==> src/rtl/alu_seq_if.sv <==
// alu_seq_if: request/response bundle for the sequential ALU.
// The master issues start/operands; the slave reports busy/done/result/flags.
interface alu_seq_if #(
    parameter int WIDTH = 8,
    parameter int CW    = $clog2(WIDTH)
);
    logic             start;
    logic [3:0]       op;
    logic [WIDTH-1:0] A;
    logic [WIDTH-1:0] B;
    logic             ci;
    logic             dec;
    logic [CW-1:0]    cnt;
    logic             busy;
    logic             done;
    logic [WIDTH-1:0] result;
    logic             C;
    logic             Z;
    logic             N;
    logic             V;

    modport master (
        output start, op, A, B, ci, dec, cnt,
        input  busy, done, result, C, Z, N, V
    );

    modport slave (
        input  start, op, A, B, ci, dec, cnt,
        output busy, done, result, C, Z, N, V
    );
endinterface

==> src/rtl/alu_seq.sv <==
// alu_seq: multi-cycle ALU with nibble-serial BCD adjust and serial shifts.
// Results and flags are registered and only change on the done pulse.
module alu_seq #(
    parameter int WIDTH = 8,
    parameter int CW    = $clog2(WIDTH)
) (
    input logic      clk,
    input logic      rst_n,
    alu_seq_if.slave bus
);
    localparam int MSB = WIDTH - 1;
    localparam logic [3:0] OP_ADD = 4'd0;
    localparam logic [3:0] OP_SUB = 4'd1;
    localparam logic [3:0] OP_AND = 4'd2;
    localparam logic [3:0] OP_OR  = 4'd3;
    localparam logic [3:0] OP_EOR = 4'd4;
    localparam logic [3:0] OP_ASL = 4'd5;
    localparam logic [3:0] OP_LSR = 4'd6;
    localparam logic [3:0] OP_ROL = 4'd7;
    localparam logic [3:0] OP_ROR = 4'd8;
    localparam logic [3:0] OP_INC = 4'd9;
    localparam logic [3:0] OP_DEC = 4'd10;
    localparam logic [3:0] OP_CMP = 4'd11;

    typedef enum logic [1:0] {IDLE, BIN, BCD, SHF} state_t;

    state_t           state_q, state_d;
    logic [3:0]       op_q, op_d;
    logic [WIDTH-1:0] a_q, a_d;
    logic [WIDTH-1:0] b_q, b_d;
    logic [WIDTH-1:0] r_q, r_d;
    logic             c_q, c_d;
    logic             v_q, v_d;
    logic [CW-1:0]    rem_q, rem_d;
    logic [WIDTH-1:0] res_q, res_d;
    logic             done_q, done_d;
    logic             cf_q, cf_d;
    logic             zf_q, zf_d;
    logic             nf_q, nf_d;
    logic             vf_q, vf_d;

    logic [WIDTH-1:0] bi;
    logic             cin;
    logic [WIDTH:0]   sum;
    logic             vb;
    logic [4:0]       s;
    logic [3:0]       dig;
    logic             dc;

    // Effective B/carry-in and the full binary sum of the incoming request
    always_comb begin
        bi  = bus.B;
        cin = bus.ci;
        unique case (bus.op)
            OP_SUB:  bi = ~bus.B;
            OP_INC:  begin bi = WIDTH'(1); cin = 1'b0; end
            OP_DEC:  begin bi = '1;        cin = 1'b0; end
            OP_CMP:  begin bi = ~bus.B;    cin = 1'b1; end
            default: ;
        endcase
        sum = {1'b0, bus.A} + {1'b0, bi} + {{WIDTH{1'b0}}, cin};
        vb  = (bus.A[MSB] == bi[MSB]) && (sum[MSB] != bus.A[MSB]);
    end

    // One decimal digit of the serial BCD adder/subtractor
    always_comb begin
        s   = {1'b0, a_q[3:0]} + {1'b0, b_q[3:0]} + {4'b0, c_q};
        dig = s[3:0];
        dc  = 1'b0;
        if (op_q == OP_SUB) begin
            dc = s[4];
            if (!s[4]) dig = s[3:0] - 4'd6;
        end else if (s > 5'd9) begin
            dig = s[3:0] + 4'd6;
            dc  = 1'b1;
        end
    end

    // Next-state, working registers and completion outputs
    always_comb begin
        state_d = state_q;
        op_d    = op_q;
        a_d     = a_q;
        b_d     = b_q;
        r_d     = r_q;
        c_d     = c_q;
        v_d     = v_q;
        rem_d   = rem_q;
        res_d   = res_q;
        cf_d    = cf_q;
        zf_d    = zf_q;
        nf_d    = nf_q;
        vf_d    = vf_q;
        done_d  = 1'b0;
        unique case (state_q)
            IDLE: begin
                if (bus.start) begin
                    op_d    = bus.op;
                    a_d     = bus.A;
                    b_d     = bi;
                    r_d     = sum[MSB:0];
                    c_d     = sum[WIDTH];
                    v_d     = vb;
                    rem_d   = '0;
                    state_d = BIN;
                    unique case (bus.op)
                        OP_ADD, OP_SUB: begin
                            if (bus.dec) begin
                                r_d     = '0;
                                c_d     = cin;
                                rem_d   = CW'(WIDTH / 4);
                                state_d = BCD;
                            end
                        end
                        OP_AND: begin r_d = bus.A & bus.B; c_d = bus.ci; v_d = 1'b0; end
                        OP_OR:  begin r_d = bus.A | bus.B; c_d = bus.ci; v_d = 1'b0; end
                        OP_EOR: begin r_d = bus.A ^ bus.B; c_d = bus.ci; v_d = 1'b0; end
                        OP_ASL, OP_LSR, OP_ROL, OP_ROR: begin
                            r_d     = bus.A;
                            c_d     = bus.ci;
                            v_d     = 1'b0;
                            rem_d   = bus.cnt;
                            state_d = SHF;
                        end
                        OP_INC, OP_DEC, OP_CMP: ;
                        default: begin r_d = bus.A; c_d = bus.ci; v_d = 1'b0; end
                    endcase
                end
            end
            BCD: begin
                if (rem_q != '0) begin
                    r_d   = {dig, r_q[MSB:4]};
                    a_d   = {4'h0, a_q[MSB:4]};
                    b_d   = {4'h0, b_q[MSB:4]};
                    c_d   = dc;
                    rem_d = rem_q - CW'(1);
                end
            end
            SHF: begin
                if (rem_q != '0) begin
                    unique case (op_q)
                        OP_ASL:  begin c_d = r_q[MSB]; r_d = {r_q[MSB-1:0], 1'b0}; end
                        OP_LSR:  begin c_d = r_q[0];   r_d = {1'b0, r_q[MSB:1]}; end
                        OP_ROL:  begin c_d = r_q[MSB]; r_d = {r_q[MSB-1:0], c_q}; end
                        default: begin c_d = r_q[0];   r_d = {c_q, r_q[MSB:1]}; end
                    endcase
                    rem_d = rem_q - CW'(1);
                end
            end
            default: ;
        endcase
        if (state_q != IDLE && rem_q == '0) begin
            res_d   = r_q;
            cf_d    = c_q;
            zf_d    = (r_q == '0);
            nf_d    = r_q[MSB];
            vf_d    = v_q;
            done_d  = 1'b1;
            state_d = IDLE;
        end
    end

    // State and datapath registers; reset aborts any operation in flight
    always_ff @(posedge clk or negedge rst_n) begin
        if (!rst_n) begin
            state_q <= IDLE;
            op_q    <= '0;
            a_q     <= '0;
            b_q     <= '0;
            r_q     <= '0;
            c_q     <= 1'b0;
            v_q     <= 1'b0;
            rem_q   <= '0;
            res_q   <= '0;
            done_q  <= 1'b0;
            cf_q    <= 1'b0;
            zf_q    <= 1'b0;
            nf_q    <= 1'b0;
            vf_q    <= 1'b0;
        end else begin
            state_q <= state_d;
            op_q    <= op_d;
            a_q     <= a_d;
            b_q     <= b_d;
            r_q     <= r_d;
            c_q     <= c_d;
            v_q     <= v_d;
            rem_q   <= rem_d;
            res_q   <= res_d;
            done_q  <= done_d;
            cf_q    <= cf_d;
            zf_q    <= zf_d;
            nf_q    <= nf_d;
            vf_q    <= vf_d;
        end
    end

    assign bus.busy   = (state_q != IDLE);
    assign bus.done   = done_q;
    assign bus.result = res_q;
    assign bus.C      = cf_q;
    assign bus.Z      = zf_q;
    assign bus.N      = nf_q;
    assign bus.V      = vf_q;
endmodule
==> src/flat_wrapper.sv <==
// flat-port wrapper written by rule: the top's interface ports become plain ports
module alu_seq_flat 
#(
    parameter int WIDTH = 8,
    parameter int CW    = $clog2(WIDTH)
)
  (clk, rst_n, bus_start, bus_op, bus_A, bus_B, bus_ci, bus_dec, bus_cnt, bus_busy, bus_done, bus_result, bus_C, bus_Z, bus_N, bus_V);
  alu_seq_if #(.WIDTH(WIDTH), .CW(CW)) bus_i ();
  input logic clk;
  input logic rst_n;
  input wire logic [$bits(bus_i.start)-1:0] bus_start;
  input wire logic [$bits(bus_i.op)-1:0] bus_op;
  input wire logic [$bits(bus_i.A)-1:0] bus_A;
  input wire logic [$bits(bus_i.B)-1:0] bus_B;
  input wire logic [$bits(bus_i.ci)-1:0] bus_ci;
  input wire logic [$bits(bus_i.dec)-1:0] bus_dec;
  input wire logic [$bits(bus_i.cnt)-1:0] bus_cnt;
  output wire logic [$bits(bus_i.busy)-1:0] bus_busy;
  output wire logic [$bits(bus_i.done)-1:0] bus_done;
  output wire logic [$bits(bus_i.result)-1:0] bus_result;
  output wire logic [$bits(bus_i.C)-1:0] bus_C;
  output wire logic [$bits(bus_i.Z)-1:0] bus_Z;
  output wire logic [$bits(bus_i.N)-1:0] bus_N;
  output wire logic [$bits(bus_i.V)-1:0] bus_V;
  assign bus_i.start = bus_start;
  assign bus_i.op = bus_op;
  assign bus_i.A = bus_A;
  assign bus_i.B = bus_B;
  assign bus_i.ci = bus_ci;
  assign bus_i.dec = bus_dec;
  assign bus_i.cnt = bus_cnt;
  assign bus_busy = bus_i.busy;
  assign bus_done = bus_i.done;
  assign bus_result = bus_i.result;
  assign bus_C = bus_i.C;
  assign bus_Z = bus_i.Z;
  assign bus_N = bus_i.N;
  assign bus_V = bus_i.V;
  alu_seq #(.WIDTH(WIDTH), .CW(CW)) u_core (.clk(clk), .rst_n(rst_n), .bus(bus_i));
endmodule
==> config.mk <==
export PLATFORM = sky130hd
export DESIGN_NAME = alu_seq_flat
export DESIGN_NICKNAME = d
export VERILOG_FILES = /design/src/rtl/alu_seq_if.sv /design/src/rtl/alu_seq.sv /design/src/flat_wrapper.sv
export SDC_FILE = /design/constraint.sdc
export NUM_CORES = 1
export LEC_CHECK = 0
export BUFFER_PORTS_ARGS = -buffer_cell sky130_fd_sc_hd__buf_2
export CAP_MARGIN = 5
export CORE_ASPECT_RATIO = 1.1
export CORE_UTILIZATION = 40
export DETAILED_ROUTE_END_ITERATION = 12
export PLACE_DENSITY = 0.64
export RECOVER_POWER = 50
export SYNTH_ARGS = -nofsm -noshare
export SYNTH_HDL_FRONTEND = slang
export SYNTH_SLANG_ARGS = --single-unit
==> constraint.sdc <==
create_clock -name clk -period 4.95 [get_ports clk]
set_input_delay 0.2475 -clock clk [delete_from_list [all_inputs] [get_ports clk]]
set_output_delay 0.2475 -clock clk [all_outputs]
set_load 0.01 [all_outputs]
==> impl_metrics.toml, run 1 <==
[outcome]
run_status = "finished, violations left"
violations = "capacitance limit, slew limit"

[clock_tree]
cts.repair.resized = 0
cts_num_sinks = 47
cts.reportedPaths.clkPinSlew_ns = 0.10
cts_buffer_depth = 2
root_buffer = "clkbuf_8"
cts_hold_buf = 0
cts_tree = "yes"
h-tree-depth = 2
cts_post_setup_buffers_inserted = 0
clk_latency_ns = 0.31
numCtsBuffers = 5

[global_routing]
grt_start_max_net_pins = 48
antenna_found_initial = 0
grt_pass1_vias = 3289
grt_first_pass_wirelength_um = 17600
overflow = 0
groute.usage.overall_pct = 22.7

[critical_path]
critPathMaxFanout = 24
critPathLaunchType = "input pin"
critPathTopFamily = "compound AO/OA/AOI/OAI gates"
cp.required_ns = 5.18
worstSetupPathType = "input pin to flip-flop"
cp-end-kind = "flip-flop"
max_stage_delay_ns = 0.49
arrival_ns = 3.77
path_cells = "buf_2, and2b_1, o31ai_1, o41ai_1, fa_1, fa_1, a211oi_1, nor2_1, o31ai_1, nand3_1, a311o_1, a41oi_2"
crit_slowest_cell = "fa_1"
crit_buf_inv = 1

[layout]
final_util_pct = 45.0
regArea_mm2 = 0.00118
antenna_cells = 0
drive_gt1_share_pct = 13.1
syn_to_final_growth_pct = 9.08
fillers = 970
nNetsFinal = 533
multi_input_area_mm2 = 0.00243

[hold_path]
min_path_type = "input pin to flip-flop"

[power_and_ir_drop]
power.density_mw_per_mm2 = 546
ir_worst_vdd_mv = 0.239
p_leak_nw = 1.91
power.total_mw = 2.30

[timing]
finClkSkew_ns = 0.0150
fin_crit_ns = 3.54
tightestPinTransition_ns = 2.57
finalCritPeriodShare_pct = 71.5
final_hold_viol_count = 0
drv_slew = 48
clock.fmax_mhz = 282
relSlewSlack_pct = -71.6
rsz0062_at_grt = "no"
fin_setup_tns_ns = 0
setup_violations = 0

[synth]
netlist_area_mm2 = 0.00386
synth-edff-count = 0
syn_inst = 450
synth_top_area_share_pct = 30.5
syn-mean-instance-area_um2 = 8.57
synth-async-reset-ratio_pct = 100
dominantRegCellSynth = "dfrtp_1"
syn_nets = 512
yosys_warnings = 0
ys_ff_latch = 47
synth_most_common_cell = "dfrtp_1"
yosysUniqueCellTypes = 63
synth_area_leader_cell = "dfrtp_1"
ys_seq_area_share_pct = 30.5
synth.area.top_cells = "dfrtp_1, ha_1, a21oi_1, nand2_1, mux2i_1"
synth_top_cells_by_count = "dfrtp_1, nand2_1, nor2_1"

[placed_design]
gp_congestion = 0.937
io_buffer_count = 41
place_hpwl_um = 8010

[floorplan]
rows = 37
core_area_mm2 = 0.00935
fp.dieW_um = 95.6
initial_core_util_pct = 41.2
ioPinCount = 42
die_h_um = 105
die-area_mm2 = 0.0100

[route]
wl_per_cell_um = 18.0
vias = 3467
drt_iter0_markers = 169
drt-vias-per-instance = 5.89
drt_wl_total_um = 10600
drcViolationCount = 0
ant_nets = 0
drtPass1Iterations = 5

[run]
max-cap-violations = 1
## cells by family after synthesis
| kind of cell | count (synthesis) | share of synthesized area, % |
|---|---|---|
| XOR/XNOR | 8 | 1.82 |
| buffers and inverters | 62 | 6.52 |
| adder cells (fa/ha/maj) | 34 | 11.8 |
| AND/OR/NAND/NOR | 124 | 15.6 |
| AO/OA/AOI/OAI | 147 | 26.1 |
| flip-flops | 47 | 30.5 |
| multiplexers | 28 | 7.66 |
## path summary, 6_finish.rpt
check / start / slack [ns] / endpoint / cells after the start
worst max register to register: u_core.c_q / 1.76 / u_core.c_q / 12
worst max-delay path: bus_op[3] / 1.41 / u_core.r_q[6] / 12
worst min-delay path: bus_cnt[2] / 0.23 / u_core.rem_q[2] / 3
min in group asynchronous: rst_n / 0.72 / u_core.bus.done / 1
worst min register to register: u_core.a_q[7] / 0.49 / u_core.a_q[7] / 2
max in group asynchronous: rst_n / 2.75 / u_core.b_q[3] / 1
## report_power, final
group	switching (mW)	total, mW	internal [mW]
Combinational	0.708	1.24	0.533
Clock	0.143	0.310	0.166
Sequential	0.185	0.747	0.562
## cell type report
cell class	instances	share of cell area, %
inverter	33	2.94
timing repair buffer	43	5.00
multi-input combinational	341	57.7
clock inverter	2	0.922
tap	117	3.48
sequential	47	28.0
clock buffer	6	1.96
## state kept, by name (all words and copies together) (netlist names), 2 cells and up
signal	count
u_core.op_q	4
u_core.state_q	2
u_core.r_q	8
u_core.bus.result	7
u_core.b_q	8
u_core.a_q	8
u_core.rem_q	3
## cells in the final DEF (no fill, tap or decap), types with 3 or more instances in the layout
master / synthesis / final
mux2_2: 12 / 12
buf_2: 6 / 33
o311ai_1: 4 / 4
o21a_1: 6 / 6
ha_1: 30 / 30
o211ai_1: 7 / 7
clkbuf_1: 19 / 8
a221oi_1: 5 / 5
a21o_1: 7 / 7
a221o_1: 6 / 6
o21ai_0: 32 / 32
fa_1: 4 / 4
o221ai_1: 3 / 3
dfrtp_1: 47 / 47
xnor2_1: 6 / 6
nor2b_1: 5 / 5
o22ai_1: 3 / 3
inv_1: 33 / 33
nand2_1: 43 / 43
nor2_1: 37 / 37
mux2i_1: 16 / 16
nand2b_1: 6 / 6
a21oi_1: 35 / 35
clkbuf_8: 0 / 6
nand3_1: 8 / 8
o31ai_1: 4 / 4
a22o_1: 5 / 5
nand3b_1: 5 / 5
a211oi_1: 11 / 11
## per-layer routing
layer  routed length, um  part of all wire [%]  vias to the layer above  GRT usage, %
li1                    -                     -                     1665             -
met1                5000                    47                     1691          33.0
met2                5030                    47                       94          35.6
met3                 371                   3.5                       17          1.97
met4                 207                   2.0                        0          6.40
met5                   0                     0                        -             0
## per-stage QoR
stage	instances	hold slack, ns	worst slack [ns]	instance area (um2)
2_1_floorplan	450	-0.0481	1.75	3860
3_3_place_gp	581	0.463	1.22	4100
3_5_place_dp	581	0.475	1.16	4100
4_1_cts	589	0.157	1.45	4220
5_1_grt	589	0.279	1.17	4210
6_report	589	0.232	1.41	4210
## worst register-to-register path, cell delays in order (launching register included)
cell and delay, ns:
dfrtp_1 0.51, fa_1 0.26, inv_1 0.06, fa_1 0.40, xnor2_1 0.37, inv_1 0.11
ha_1 0.21, inv_1 0.10, o22ai_1 0.08, or3_1 0.39, o21ai_0 0.20, o21ai_0 0.12
a221oi_1 0.30
Note: power is estimated with default switching activity, not from simulation.
==> run 2, diff against run 1 <==
--- a/config.mk
+++ b/config.mk
@@ -10,7 +10,7 @@
 export CORE_ASPECT_RATIO = 1.1
 export CORE_UTILIZATION = 40
 export DETAILED_ROUTE_END_ITERATION = 12
-export PLACE_DENSITY = 0.64
+export PLACE_DENSITY = 0.66
 export RECOVER_POWER = 50
 export SYNTH_ARGS = -nofsm -noshare
 export SYNTH_HDL_FRONTEND = slang
==> constraint.sdc (replaced) <==
create_clock -name clk -period 2.8 [get_ports clk]
set_input_delay 0.14 -clock clk [delete_from_list [all_inputs] [get_ports clk]]
set_output_delay 0.14 -clock clk [all_outputs]
set_load 0.01 [all_outputs]
==> impl_metrics.toml, run 2 (synthesis results as in run 1) <==
[outcome]
run_status = "finished, violations left"
violations = "capacitance limit, slew limit"

[power_and_ir_drop]
p_comb_share_pct = 59.7
p_leak_nw = 2.17
p_sw_mw = 1.94
intPower_mw = 2.51
sw_frac_of_total_pct = 43.6
ir_worst_vdd_mv = 0.409
p_seq_share_pct = 28.4
power.share.clock_pct = 11.9
power.density_mw_per_mm2 = 953

[floorplan]
die_h_um = 105
fp.dieW_um = 95.6
initial_core_util_pct = 41.2
die-area_mm2 = 0.0100
core_area_mm2 = 0.00935
ioPinCount = 42
rows = 37

[timing]
fin_setup_tns_ns = 0
finalCritPeriodShare_pct = 96.7
tightestPinTransition_ns = 2.43
finClkSkew_ns = 0.0123
relSlewSlack_pct = -62.2
setup_violations = 0
drv_slew = 48
final_hold_viol_count = 0
clock.fmax_mhz = 369
fin_crit_ns = 2.71

[critical_path]
path_cells = "fa_2, inv_1, fa_2, ha_1, inv_1, o22ai_1, or3_4, o21ai_2, o21ai_0, a221oi_1"
critPathMaxFanout = 5
cp.required_ns = 3.00
r2r_cells = 10
crit_slowest_cell = "fa_2"
worstSetupPathType = "flip-flop to flip-flop"
r2r-start = "u_core.c_q"
rrSetupSlack_ns = 0.09
timing.rr.end = "u_core.c_q"
critPathLaunchType = "flip-flop"
cp-end-kind = "flip-flop"
max_stage_delay_ns = 0.44
arrival_ns = 2.90

[clock_tree]
numCtsBuffers = 5
cts_tree = "yes"
cts_num_sinks = 47
h-tree-depth = 2
cts.reportedPaths.clkPinSlew_ns = 0.09
clk_latency_ns = 0.30
cts_buffer_depth = 2
root_buffer = "clkbuf_8"

[global_routing]
grt_first_pass_wirelength_um = 17800
met3_usage_pct = 2.55
busiest_layer = "met2"
overflow = 0
groute.usage.overall_pct = 23.1
antenna_found_initial = 0
grt_use_met2_pct = 37.2
grt_start_max_net_pins = 48
grt_pass1_vias = 3469
gr-usage-met1_pct = 31.4

[hold_path]
holdCritStartpoint = "bus_cnt[2]"
whs_path_depth = 3
min_path_type = "input pin to flip-flop"
holdPathEnd = "u_core.rem_q[2]"

[layout]
reg_top3 = "u_core.a_q: 8 flops, u_core.b_q: 8 flops, u_core.r_q: 8 flops"
fillers = 913
finalNonFillerCells = 636
antenna_cells = 0
final_common_cell = "buf_4"
drive_gt1_share_pct = 24.5
multi_input_area_mm2 = 0.00251
nNetsFinal = 580
regArea_mm2 = 0.00118
final_cell_mix = "buf_4, dfrtp_1, nand2_1"
syn_to_final_growth_pct = 20.9

[run]
max-cap-violations = 1

[route]
drt_wl_total_um = 10800
drcViolationCount = 0
ant_nets = 0
wl_per_cell_um = 17.0
drt-vias-per-instance = 5.69
drtPass1Iterations = 5
drt_iter0_markers = 224
vias = 3617

[placed_design]
gp_congestion = 0.864
io_buffer_count = 41
dp_cells = 625
place_hpwl_um = 8430
## run 2: through the flow
step / utilization [%] / area [um2] / power, mW / setup slack, ns / hold WS (ns)
3_3_place_gp: 47.4 / 4440 / 3.66 / -0.217 / 0.367
5_1_grt: 49.9 / 4660 / 4.84 / -0.00219 / 0.209
3_5_place_dp: 47.4 / 4440 / 3.76 / -0.283 / 0.373
4_1_cts: 48.8 / 4560 / 4.33 / 0.00385 / 0.0363
2_1_floorplan: - / 3870 / 2.93 / -0.121 / -0.156
6_report: 49.9 / 4660 / 4.44 / 0.0931 / 0.137
## run 2: critical path: cells and delay by family (launching register included)
family	cells	cell delay (ns)
adder cells (fa/ha/maj)	3	1.04
AO/OA/AOI/OAI	4	0.64
flip-flops	1	0.42
AND/OR/NAND/NOR	1	0.37
buffers and inverters	2	0.15
## run 2: worst max-delay path by stage
stage	from	end	slack [ns]	depth (start not counted)
floorplan	bus_op[2]	u_core.r_q[6]	-0.12	13
global placement	bus_op[3]	u_core.r_q[6]	-0.22	12
detailed placement	bus_op[3]	u_core.r_q[6]	-0.28	12
CTS	u_core.c_q	u_core.c_q	0.004	10
global route	bus_op[3]	u_core.r_q[6]	-0.002	12
finish	u_core.c_q	u_core.c_q	0.09	10
## run 2: final cells by class
class,count,area share [%]
well taps,117,3.14
flip-flops and latches,47,25.2
clock buffers,6,1.77
clock inverters,2,0.832
multi-input cells,341,53.9
inverters,33,2.66
repair buffers,90,12.5
## run 2: per-layer routing
layer | share of wire (%) | vias to the layer above
met3 | 3.3 | 21
met4 | 2.9 | 0
met2 | 48 | 95
met1 | 45 | 1739
li1 | - | 1762
met5 | 0 | -
## run 2: power by group through the flow
stage	clock (mW)	sequential [mW]	combinational, mW
detailed placement	0	1.27	2.49
global route	0.562	1.30	2.97
CTS	0.540	1.26	2.53
floorplan	0	1.24	1.70
global placement	0	1.26	2.41
finish	0.528	1.26	2.65
## run 2: repair_timing
| item | CTS | global route |
|---|---|---|
| resized for setup | 2 | 19 |
| buffers inserted | 0 | 3 |
| pin swaps | 0 | 11 |
| hold buffers | 0 | 0 |
| endpoints found under the setup margin | 2 | 5 |
